==> src/rtl/my_pkg.sv <==
// my_pkg: operation and state types shared by the multi-cycle ALU.
package my_pkg;

    // 5-bit encoding leaves headroom for future ops; unused codes decode as SUB without a branch flag.
    typedef enum logic [4:0] {
        ADD, SUB, XOR, OR, AND, SLL, SRL, SRA, SLT, SLTU, BEQ, BNE, BLT, BGE, BLTU, BGEU
    } alu_op_e;

    typedef enum logic [1:0] {IDLE, SHIFT, DONE} alu_state_e;

    function automatic logic is_shift(input alu_op_e op);
        return op inside {SLL, SRL, SRA};
    endfunction

endpackage

==> src/rtl/alu_shift_step.sv <==
// alu_shift_step: one iteration of the shifter, moving a word by 0..SHIFT_STEP bits.
module alu_shift_step #(
    parameter int WIDTH      = 32,
    parameter int SHIFT_STEP = 1,
    localparam int AW        = $clog2(SHIFT_STEP + 1)
) (
    input  logic [WIDTH-1:0] d,
    input  logic [AW-1:0]    amt,
    input  logic             left,
    input  logic             arith,
    output logic [WIDTH-1:0] q
);

    logic [WIDTH-1:0] sra;

    // Kept in its own assignment so the signed operand stays signed and the shift stays arithmetic.
    assign sra = $signed(d) >>> amt;
    assign q   = left ? d << amt : arith ? sra : d >> amt;

endmodule

==> src/rtl/alu_mc.sv <==
// alu_mc: multi-cycle execute-stage ALU with iterative shifts and valid/ready handshakes.
module alu_mc
    import my_pkg::*;
#(
    parameter int WIDTH      = 32,
    parameter int SHIFT_STEP = 1
) (
    input  logic             CLK,
    input  logic             RST_n,
    input  logic             in_valid,
    output logic             in_ready,
    input  logic [WIDTH-1:0] op1,
    input  logic [WIDTH-1:0] op2,
    input  alu_op_e          ALUControl,
    output logic             out_valid,
    input  logic             out_ready,
    output logic [WIDTH-1:0] ALUResult,
    output logic             BIT_Branch,
    output logic             busy
);

    localparam int SW = $clog2(WIDTH);
    localparam int AW = $clog2(SHIFT_STEP + 1);
    localparam logic [SW:0]   STEP_X = (SW + 1)'(SHIFT_STEP);
    localparam logic [AW-1:0] STEP_A = AW'(SHIFT_STEP);

    alu_state_e       state;
    alu_op_e          sop;
    logic [WIDTH-1:0] acc, res, diff, step_q;
    logic [SW-1:0]    rem, rem_nx, amt;
    logic [SW:0]      rem_x;
    logic [AW-1:0]    k;
    logic             accept, start_shift, br, eq, lt, ltu;

    assign in_ready    = RST_n && (state == IDLE || (state == DONE && out_ready));
    assign accept      = in_valid && in_ready;
    assign amt         = op2[SW-1:0];
    assign start_shift = is_shift(ALUControl) && amt != '0;
    assign diff        = op1 - op2;
    assign eq          = op1 == op2;
    assign lt          = $signed(op1) < $signed(op2);
    assign ltu         = op1 < op2;

    always_comb begin
        res = diff;
        br  = 1'b0;
        case (ALUControl)
            ADD:           res = op1 + op2;
            XOR:           res = op1 ^ op2;
            OR:            res = op1 | op2;
            AND:           res = op1 & op2;
            SLL, SRL, SRA: res = op1;
            SLT:           res = {{(WIDTH-1){1'b0}}, lt};
            SLTU:          res = {{(WIDTH-1){1'b0}}, ltu};
            BEQ:           br = eq;
            BNE:           br = !eq;
            BLT:           br = lt;
            BGE:           br = !lt;
            BLTU:          br = ltu;
            BGEU:          br = !ltu;
            default:       ;
        endcase
    end

    // Last iteration may need fewer than SHIFT_STEP positions.
    assign rem_x  = {1'b0, rem};
    assign k      = rem_x < STEP_X ? rem_x[AW-1:0] : STEP_A;
    assign rem_nx = SW'(rem_x - (SW + 1)'(k));

    alu_shift_step #(.WIDTH(WIDTH), .SHIFT_STEP(SHIFT_STEP)) u_step (
        .d    (acc),
        .amt  (k),
        .left (sop == SLL),
        .arith(sop == SRA),
        .q    (step_q)
    );

    always_ff @(posedge CLK or negedge RST_n) begin
        if (!RST_n) begin
            state      <= IDLE;
            sop        <= ADD;
            acc        <= '0;
            rem        <= '0;
            ALUResult  <= '0;
            BIT_Branch <= 1'b0;
            out_valid  <= 1'b0;
            busy       <= 1'b0;
        end else if (accept && start_shift) begin
            state     <= SHIFT;
            busy      <= 1'b1;
            out_valid <= 1'b0;
            acc       <= op1;
            rem       <= amt;
            sop       <= ALUControl;
        end else if (accept) begin
            state      <= DONE;
            out_valid  <= 1'b1;
            ALUResult  <= res;
            BIT_Branch <= br;
        end else if (state == SHIFT) begin
            acc <= step_q;
            rem <= rem_nx;
            if (rem_nx == '0) begin
                state      <= DONE;
                busy       <= 1'b0;
                out_valid  <= 1'b1;
                ALUResult  <= step_q;
                BIT_Branch <= 1'b0;
            end
        end else if (state == DONE && out_ready) begin
            state     <= IDLE;
            out_valid <= 1'b0;
        end
    end

endmodule

==> config.mk <==
export PLATFORM = sky130hd
export DESIGN_NAME = alu_mc
export DESIGN_NICKNAME = d
export VERILOG_FILES = /design/src/rtl/my_pkg.sv /design/src/rtl/alu_shift_step.sv /design/src/rtl/alu_mc.sv
export SDC_FILE = /design/constraint.sdc
export NUM_CORES = 1
export LEC_CHECK = 0
export CORE_UTILIZATION = 45
export CTS_BUF_LIST = sky130_fd_sc_hd__clkbuf_8
export DETAILED_ROUTE_END_ITERATION = 16
export GPL_ROUTABILITY_DRIVEN = 0
export MAX_ROUTING_LAYER = met4
export PLACE_DENSITY_LB_ADDON = 0.1
export SYNTH_ARGS = -nofsm -noshare
export SYNTH_HDL_FRONTEND = slang
export SYNTH_SLANG_ARGS = --single-unit
export TNS_END_PERCENT = 5
==> constraint.sdc <==
create_clock -name CLK -period 3 [get_ports CLK]
set_input_delay 0.75 -clock CLK [delete_from_list [all_inputs] [get_ports CLK]]
set_output_delay 0.75 -clock CLK [all_outputs]
set_load 0.02 [all_outputs]
==> flow_metrics.tcl, run 1 <==
set metrics [dict create \
    slowest_stage "o41ai_2" \
    violations "setup timing" \
    cts_hold_buf 0 \
    max_freq_ghz 0.314 \
    mappedNetlistArea_um2 9320 \
    wl_um 40900 \
    hold_path_depth 2 \
    clockBufferDepth 2 \
    tightest_slew_ns 1.07 \
    power_frac_comb 0.558 \
    seqPwrFrac 0.286 \
    die-area_um2 21300 \
    via_per_inst 6.18 \
    crit_type "input pin to flip-flop" \
    critPathTopFamily "compound AO/OA/AOI/OAI gates" \
    p_per_area_nw_per_um2 444 \
    rsz0062_at_grt "yes" \
    fin_cells 1937 \
    htree_levels 3 \
    grt_pass1_wl_um 62600 \
    cts_tree "built" \
    drt_iter0_drc 1595 \
    clk_pin_slew_worst_paths_ns 0.10 \
    synthFlopType "dfrtp_1" \
    drt-pass1-iter-count 6 \
    clkPwrFrac 0.156 \
    r2r_slack_ns 0.13 \
    synth_top_area_frac 0.209 \
    place_ws_ns -1.17 \
    clock-skew-final_ns 0.0139 \
    period_share 1.06 \
    die_x_um 146 \
    hold_class "flip-flop to flip-flop" \
    max_stage_delay_ns 0.36 \
    ant_nets 0 \
    r2r-start "rem[4]$_DFFE_PN0P_" \
    cts_root_buf "clkbuf_8" \
    setup_viol 11 \
    dp_hpwl_um 30300 \
    ys_ff_latch 78 \
    start_kind "input pin" \
    max_cap_viol_count 0 \
    clk_latency_ns 0.39 \
    numCtsBuffers 9 \
    syn_inst 1252 \
    min_to "ALUResult[8]$_DFFE_PN0P_" \
    worstSetupEndpointType "flip-flop" \
    grt_pass1_vias 11200 \
    yosys.area.top_type "dfrtp_1" \
    drc_errors 0 \
    hp-start "ALUResult[8]$_DFFE_PN0P_" \
    portBuffers 108 \
    critPathMaxFanout 5 \
    grt_antenna_before_repair 0 \
    seq_area_frac_synth 0.209 \
    synth_edf_count 0 \
    netSwitchingPower_uw 2870 \
    finalPower_uw 6480 \
    dpl.cell_count 1884 \
    worstPathCellList "dlygate4sd2_1, inv_1, ha_4, buf_4, nand2b_1, a21oi_1, buf_4, a211oi_4, o2111ai_2, nand3_2, nand3_4, o41ai_4, buf_4, a2111oi_4, o41ai_2" \
    power.share.switching 0.442 \
    finalWorstSetupSlack_ns -0.185 \
    via_count 12000 \
    grt_util_all_layers 0.389 \
    period_minus_slack_ns 3.19 \
    finalHoldViolCount 0 \
    status "finished with violations" \
    synth.distinct_cells 82 \
    critPathBufInv 5 \
    die_y_um 146 \
    r2r_end "ALUResult[23]$_DFFE_PN0P_" \
    synthTopCellsByArea "dfrtp_1 (21%), ha_1 (13%), a21oi_1 (7.3%)" \
    intPower_uw 3620 \
    yosysWarnings 0 \
    ff2ff_path_depth 12 \
    finalSetupTns_ns -0.757 \
    slew_headroom 0.287 \
    vdd_ir_drop_max_mv 0.285 \
    core_area_um2 20300 \
    p_leak_uw 0.00658 \
    maxSlewViolCount 0 \
    wl_per_cell_um 21.1 \
    grt_max_degree 79 \
    areaGrowthSynthToFinish_pct 56.4 \
    post-route-util 0.718 \
    synthesis.nets 1425 \
    pin_count 109 \
    crit_required_ns 3.27 \
    syn_avg_cell_area_um2 7.45 \
    n_antenna_cell 0 \
    async_flop_share 1.00 \
    cts_sinks 78 \
    layout.nets 1835 \
    initial_core_util 0.459 \
    rows 52 \
    path_common_cell "buf_4" \
    arrival_ns 3.45 \
    grt_remaining_overflow 0 \
    drive_gt1_frac 0.358 \
]
## layer usage
| layer | wire length, um | track usage | share of wire |
|---|---|---|---|
| met4 | 1370 | 0.125 | 0.034 |
| met2 | 17600 | 0.572 | 0.43 |
| met5 | 0 | - | 0 |
| met3 | 4890 | 0.0699 | 0.12 |
| met1 | 17000 | 0.535 | 0.42 |
## cell usage after synthesis (4+ instances only)
| cell | count |
|---|---|
| a21oi_1 | 136 |
| nor2_1 | 114 |
| nand2_1 | 107 |
| o21ai_0 | 99 |
| ha_1 | 98 |
| inv_1 | 98 |
| dfrtp_1 | 78 |
| clkbuf_1 | 64 |
| a22oi_1 | 40 |
| mux2i_1 | 34 |
| o211ai_1 | 26 |
| nor3_1 | 25 |
| nand3_1 | 24 |
| a21o_1 | 18 |
| a221oi_1 | 18 |
| nand2b_1 | 15 |
| xnor2_1 | 15 |
| buf_2 | 13 |
| o21bai_1 | 13 |
| nor2b_1 | 12 |
| a221o_1 | 11 |
| a31oi_1 | 10 |
| buf_1 | 10 |
| nor4_1 | 9 |
| o22ai_1 | 9 |
| or2_2 | 9 |
| a211oi_1 | 8 |
| o21ai_1 | 8 |
| and2_1 | 7 |
| o2111ai_1 | 7 |
| o21a_1 | 7 |
| nor3b_1 | 6 |
| o221ai_1 | 6 |
| a311oi_1 | 5 |
| and3_1 | 5 |
| o31ai_1 | 5 |
| o41ai_1 | 5 |
| a2111oi_0 | 4 |
| a211o_1 | 4 |
| or3_1 | 4 |
## metrics by stage
stage               instance area (um2)  hold WS [ns]
floorplan                          9370         0.439
global placement                  13100         0.454
detailed placement                13100         0.462
CTS                               14300         0.490
global route                      14600         0.528
finish                            14600         0.491
## flip-flops by register name, summed over array words and instances (netlist names)
register / flops
rem: 5
acc: 32
busy: 1
ALUResult: 32
out_valid: 1
BIT_Branch: 1
sop: 5
state: 1
## cells in the final DEF (no fill, tap or decap), drive strengths merged, types with 15 or more instances in the layout
master         instances
o21ai                107
xnor2                 15
nor2                 114
o211ai                27
a221oi                19
a21oi                138
a22oi                 40
nand2                107
a21o                  18
nand2b                15
ha                    98
clkdlybuf4s50         71
dfrtp                 78
mux2i                 34
buf                  399
inv                  102
nor3                  26
nand3                 24
## kinds of logic (layout without fill, tap and decap cells)
logic type / after synthesis / after routing / share of synthesized area
AND/OR/NAND/NOR: 357 / 357 / 0.181
flip-flops: 78 / 78 / 0.209
multiplexers: 36 / 36 / 0.0389
adder cells (fa/ha/maj): 100 / 100 / 0.136
AO/OA/AOI/OAI: 475 / 475 / 0.339
buffers and inverters: 188 / 603 / 0.0795
XOR/XNOR: 18 / 18 / 0.0169
## how the worst max path moves through the flow
| stage | from | to | cells after the start |
|---|---|---|---|
| 6_report | op1[5] | ALUResult[27]$_DFFE_PN0P_ | 15 |
| 2_1_floorplan | op1[7] | ALUResult[27]$_DFFE_PN0P_ | 12 |
| 3_5_place_dp | op2[3] | ALUResult[25]$_DFFE_PN0P_ | 15 |
| 3_3_place_gp | op1[3] | ALUResult[25]$_DFFE_PN0P_ | 15 |
| 4_1_cts | op2[8] | ALUResult[27]$_DFFE_PN0P_ | 12 |
| 5_1_grt | op1[18] | ALUResult[27]$_DFFE_PN0P_ | 14 |
## power groups by stage
| stage | Clock [uW] | Sequential [uW] | Combinational (uW) |
|---|---|---|---|
| after floorplan | 0 | 1870 | 1650 |
| after global placement | 0 | 1830 | 3190 |
| after global routing | 1050 | 1880 | 3890 |
| after CTS | 1000 | 1820 | 3450 |
| final | 1010 | 1850 | 3620 |
| after detailed placement | 0 | 1830 | 3250 |
## timing repair
action,in CTS,in global routing
resized for setup,241,57
pin swaps,68,30
endpoints found under the setup margin,29,27
buffers inserted,34,6
## tightest hold or removal path: stages (launching register included)
cell,delay (ns)
dfrtp_1,0.36
nand2_1,0.05
nand2_1,0.05
## layout make-up
class	count	area [um2]
tap	270	338
sequential	78	1950
multi-input combinational	986	7620
clock inverter	7	113
fill	1628	5720
inverter	98	380
clock buffer	9	124
timing repair buffer	489	4050
Power figures use the tool's default switching activity.
==> run 2, diff against run 1 <==
Settings changed: REMOVE_ABC_BUFFERS set to 1.
Clock period 3 ns to 2.85 ns, I/O delays scaled along.
==> run 2 against run 1 <==
Effect of this change:
- the run still ends with setup timing left
- power up 2.1%
- combinational power up 6.1%
- sequential share of layout area about the same
- global-route usage down 1.1 points
- count of clock-buffer cells in the layout unchanged
- routed wire length down 4.6%
- largest cell class unchanged
- highest routed layer unchanged
==> flow_metrics.tcl, run 2 (same netlist as run 1, synthesis figures left out) <==
set metrics [dict create \
    status "finished with violations" \
    violations "setup timing" \
    design_area_um2 14600 \
    vdd_ir_drop_max_mv 0.236 \
    tightest_slew_ns 0.738 \
    via_count 11700 \
    multi_input_area_um2 7700 \
    period_minus_slack_ns 3.00 \
    max_freq_ghz 0.333 \
    n_antenna_cell 0 \
    fillCellCount 1599 \
    die_x_um 146 \
    cts_root_buf "clkbuf_8" \
    drt-pass1-iter-count 5 \
    seqCellArea_um2 1950 \
    finalSetupTns_ns -1.02 \
    arrival_ns 3.29 \
    start_kind "input pin" \
    grt_pass1_wl_um 61400 \
    drc_errors 0 \
    cts_hold_buf 0 \
    worstSetupEndpointType "flip-flop" \
    cts_tree "built" \
    grt_util_all_layers 0.378 \
    finalHoldWorstSlack_ns 0.416 \
    drive_gt1_frac 0.369 \
    dp_hpwl_um 28900 \
    crit_type "input pin to flip-flop" \
    p_per_area_nw_per_um2 455 \
    portBuffers 108 \
    wl_um 39100 \
    clk_latency_ns 0.40 \
    clock-skew-final_ns 0.0126 \
    drt_iter0_drc 1193 \
    clockBufferDepth 2 \
    grt_max_degree 54 \
    max_cap_viol_count 0 \
    place_area_um2 13100 \
    layout.nets 1834 \
    core_area_um2 20300 \
    die-area_um2 21300 \
    via_per_inst 6.05 \
    ant_nets 0 \
    slew_headroom 0.507 \
    clk_pin_slew_worst_paths_ns 0.10 \
    layout_commonest_cell "buf_4" \
    cts_sinks 78 \
    layout_common_cells "buf_4 (358), a21oi_1 (121), nor2_1 (110), nand2_1 (105), o21ai_0 (86)" \
    p_leak_uw 0.00649 \
    rsz0062_at_grt "yes" \
    rows 52 \
    areaGrowthSynthToFinish_pct 56.2 \
    pin_count 109 \
    setup_viol 16 \
    crit_required_ns 3.14 \
    reg_top3 "ALUResult: 32 flops, acc: 32 flops" \
    maxSlewViolCount 0 \
    post-route-util 0.717 \
    critPathMaxFanout 4 \
    period_share 1.05 \
    wl_per_cell_um 20.2 \
    grt_remaining_overflow 0 \
    finalWorstSetupSlack_ns -0.152 \
    htree_levels 3 \
    finalHoldViolCount 0 \
    grt_antenna_before_repair 0 \
    hold_class "input pin to async pin" \
    initial_core_util 0.459 \
    place_ws_ns -1.35 \
    numCtsBuffers 9 \
    grt_pass1_vias 11600 \
    die_y_um 146 \
]
run 2: cell count changes in the layout (fill, tap and decap cells not counted), sizes merged, moves of 2 or more:
| cell | change |
|---|---|
| clkdlybuf4s15 | +2 |
| dlygate4sd2 | +6 |
| bufinv | -2 |
| clkdlybuf4s50 | -4 |
| clkinv | +2 |
| dlymetal6s2s | -4 |
run 2: per-stage QoR:
stage          total power [uW]  cells
2_1_floorplan              3650   1162
3_3_place_gp               5240   1881
3_5_place_dp               5300   1881
4_1_cts                    6450   1933
5_1_grt                    7030   1936
6_report                   6620   1936
run 2: area by class of cell:
class,count,share of cell area
Timing Repair Buffer,488,0.277
Clock inverter,7,0.00378
Inverter,98,0.0253
Sequential cell,78,0.134
Tap cell,270,0.0232
Clock buffer,9,0.00851
Multi-Input combinational cell,986,0.529
run 2: where the power goes:
part | switching, uW | internal [uW]
combinational | 2000 | 1840
sequential | 415 | 1500
clock | 542 | 326
total | 2960 | 3660
run 2: critical path, stage by stage:
cell and delay (ns):
dlygate4sd2_1 0.26, inv_2 0.07, buf_4 0.13, ha_2 0.21
nor4_4 0.29, buf_4 0.19, a21oi_4 0.07, a21oi_2 0.18
nor4_2 0.06, buf_4 0.15, buf_4 0.13, o211ai_1 0.30
a31oi_1 0.16, xnor2_1 0.15, o21ai_1 0.15, o21ai_1 0.07
run 2: final timing paths:
path | slack (ns) | startpoint | depth (start not counted) | to
worst min register to register | 0.47 | ALUResult[6]$_DFFE_PN0P_ | 2 | ALUResult[6]$_DFFE_PN0P_
max in group asynchronous | 1.38 | RST_n | 3 | acc[6]$_DFFE_PN0P_
worst min-delay path | 0.42 | RST_n | 2 | acc[8]$_DFFE_PN0P_
min in group CLK | 0.47 | ALUResult[6]$_DFFE_PN0P_ | 2 | ALUResult[6]$_DFFE_PN0P_
worst max register to register | 0.05 | rem[3]$_DFFE_PN0P_ | 12 | ALUResult[21]$_DFFE_PN0P_
worst max-delay path | -0.15 | op2[5] | 16 | ALUResult[29]$_DFFE_PN0P_
run 2: timing repair:
item                       CTS  global route
buffers inserted            37             3
setup endpoints to repair   31            27
gates resized for setup    303            34
pin swaps                   83            39
run 2: layer usage:
| layer | routed length, um | vias up | GRT usage |
|---|---|---|---|
| met4 | 2110 | 0 | 0.219 |
| met2 | 18000 | 643 | 0.594 |
| li1 | - | 5375 | - |
| met1 | 15600 | 5544 | 0.454 |
| met5 | 0 | - | - |
| met3 | 3290 | 160 | 0.0690 |
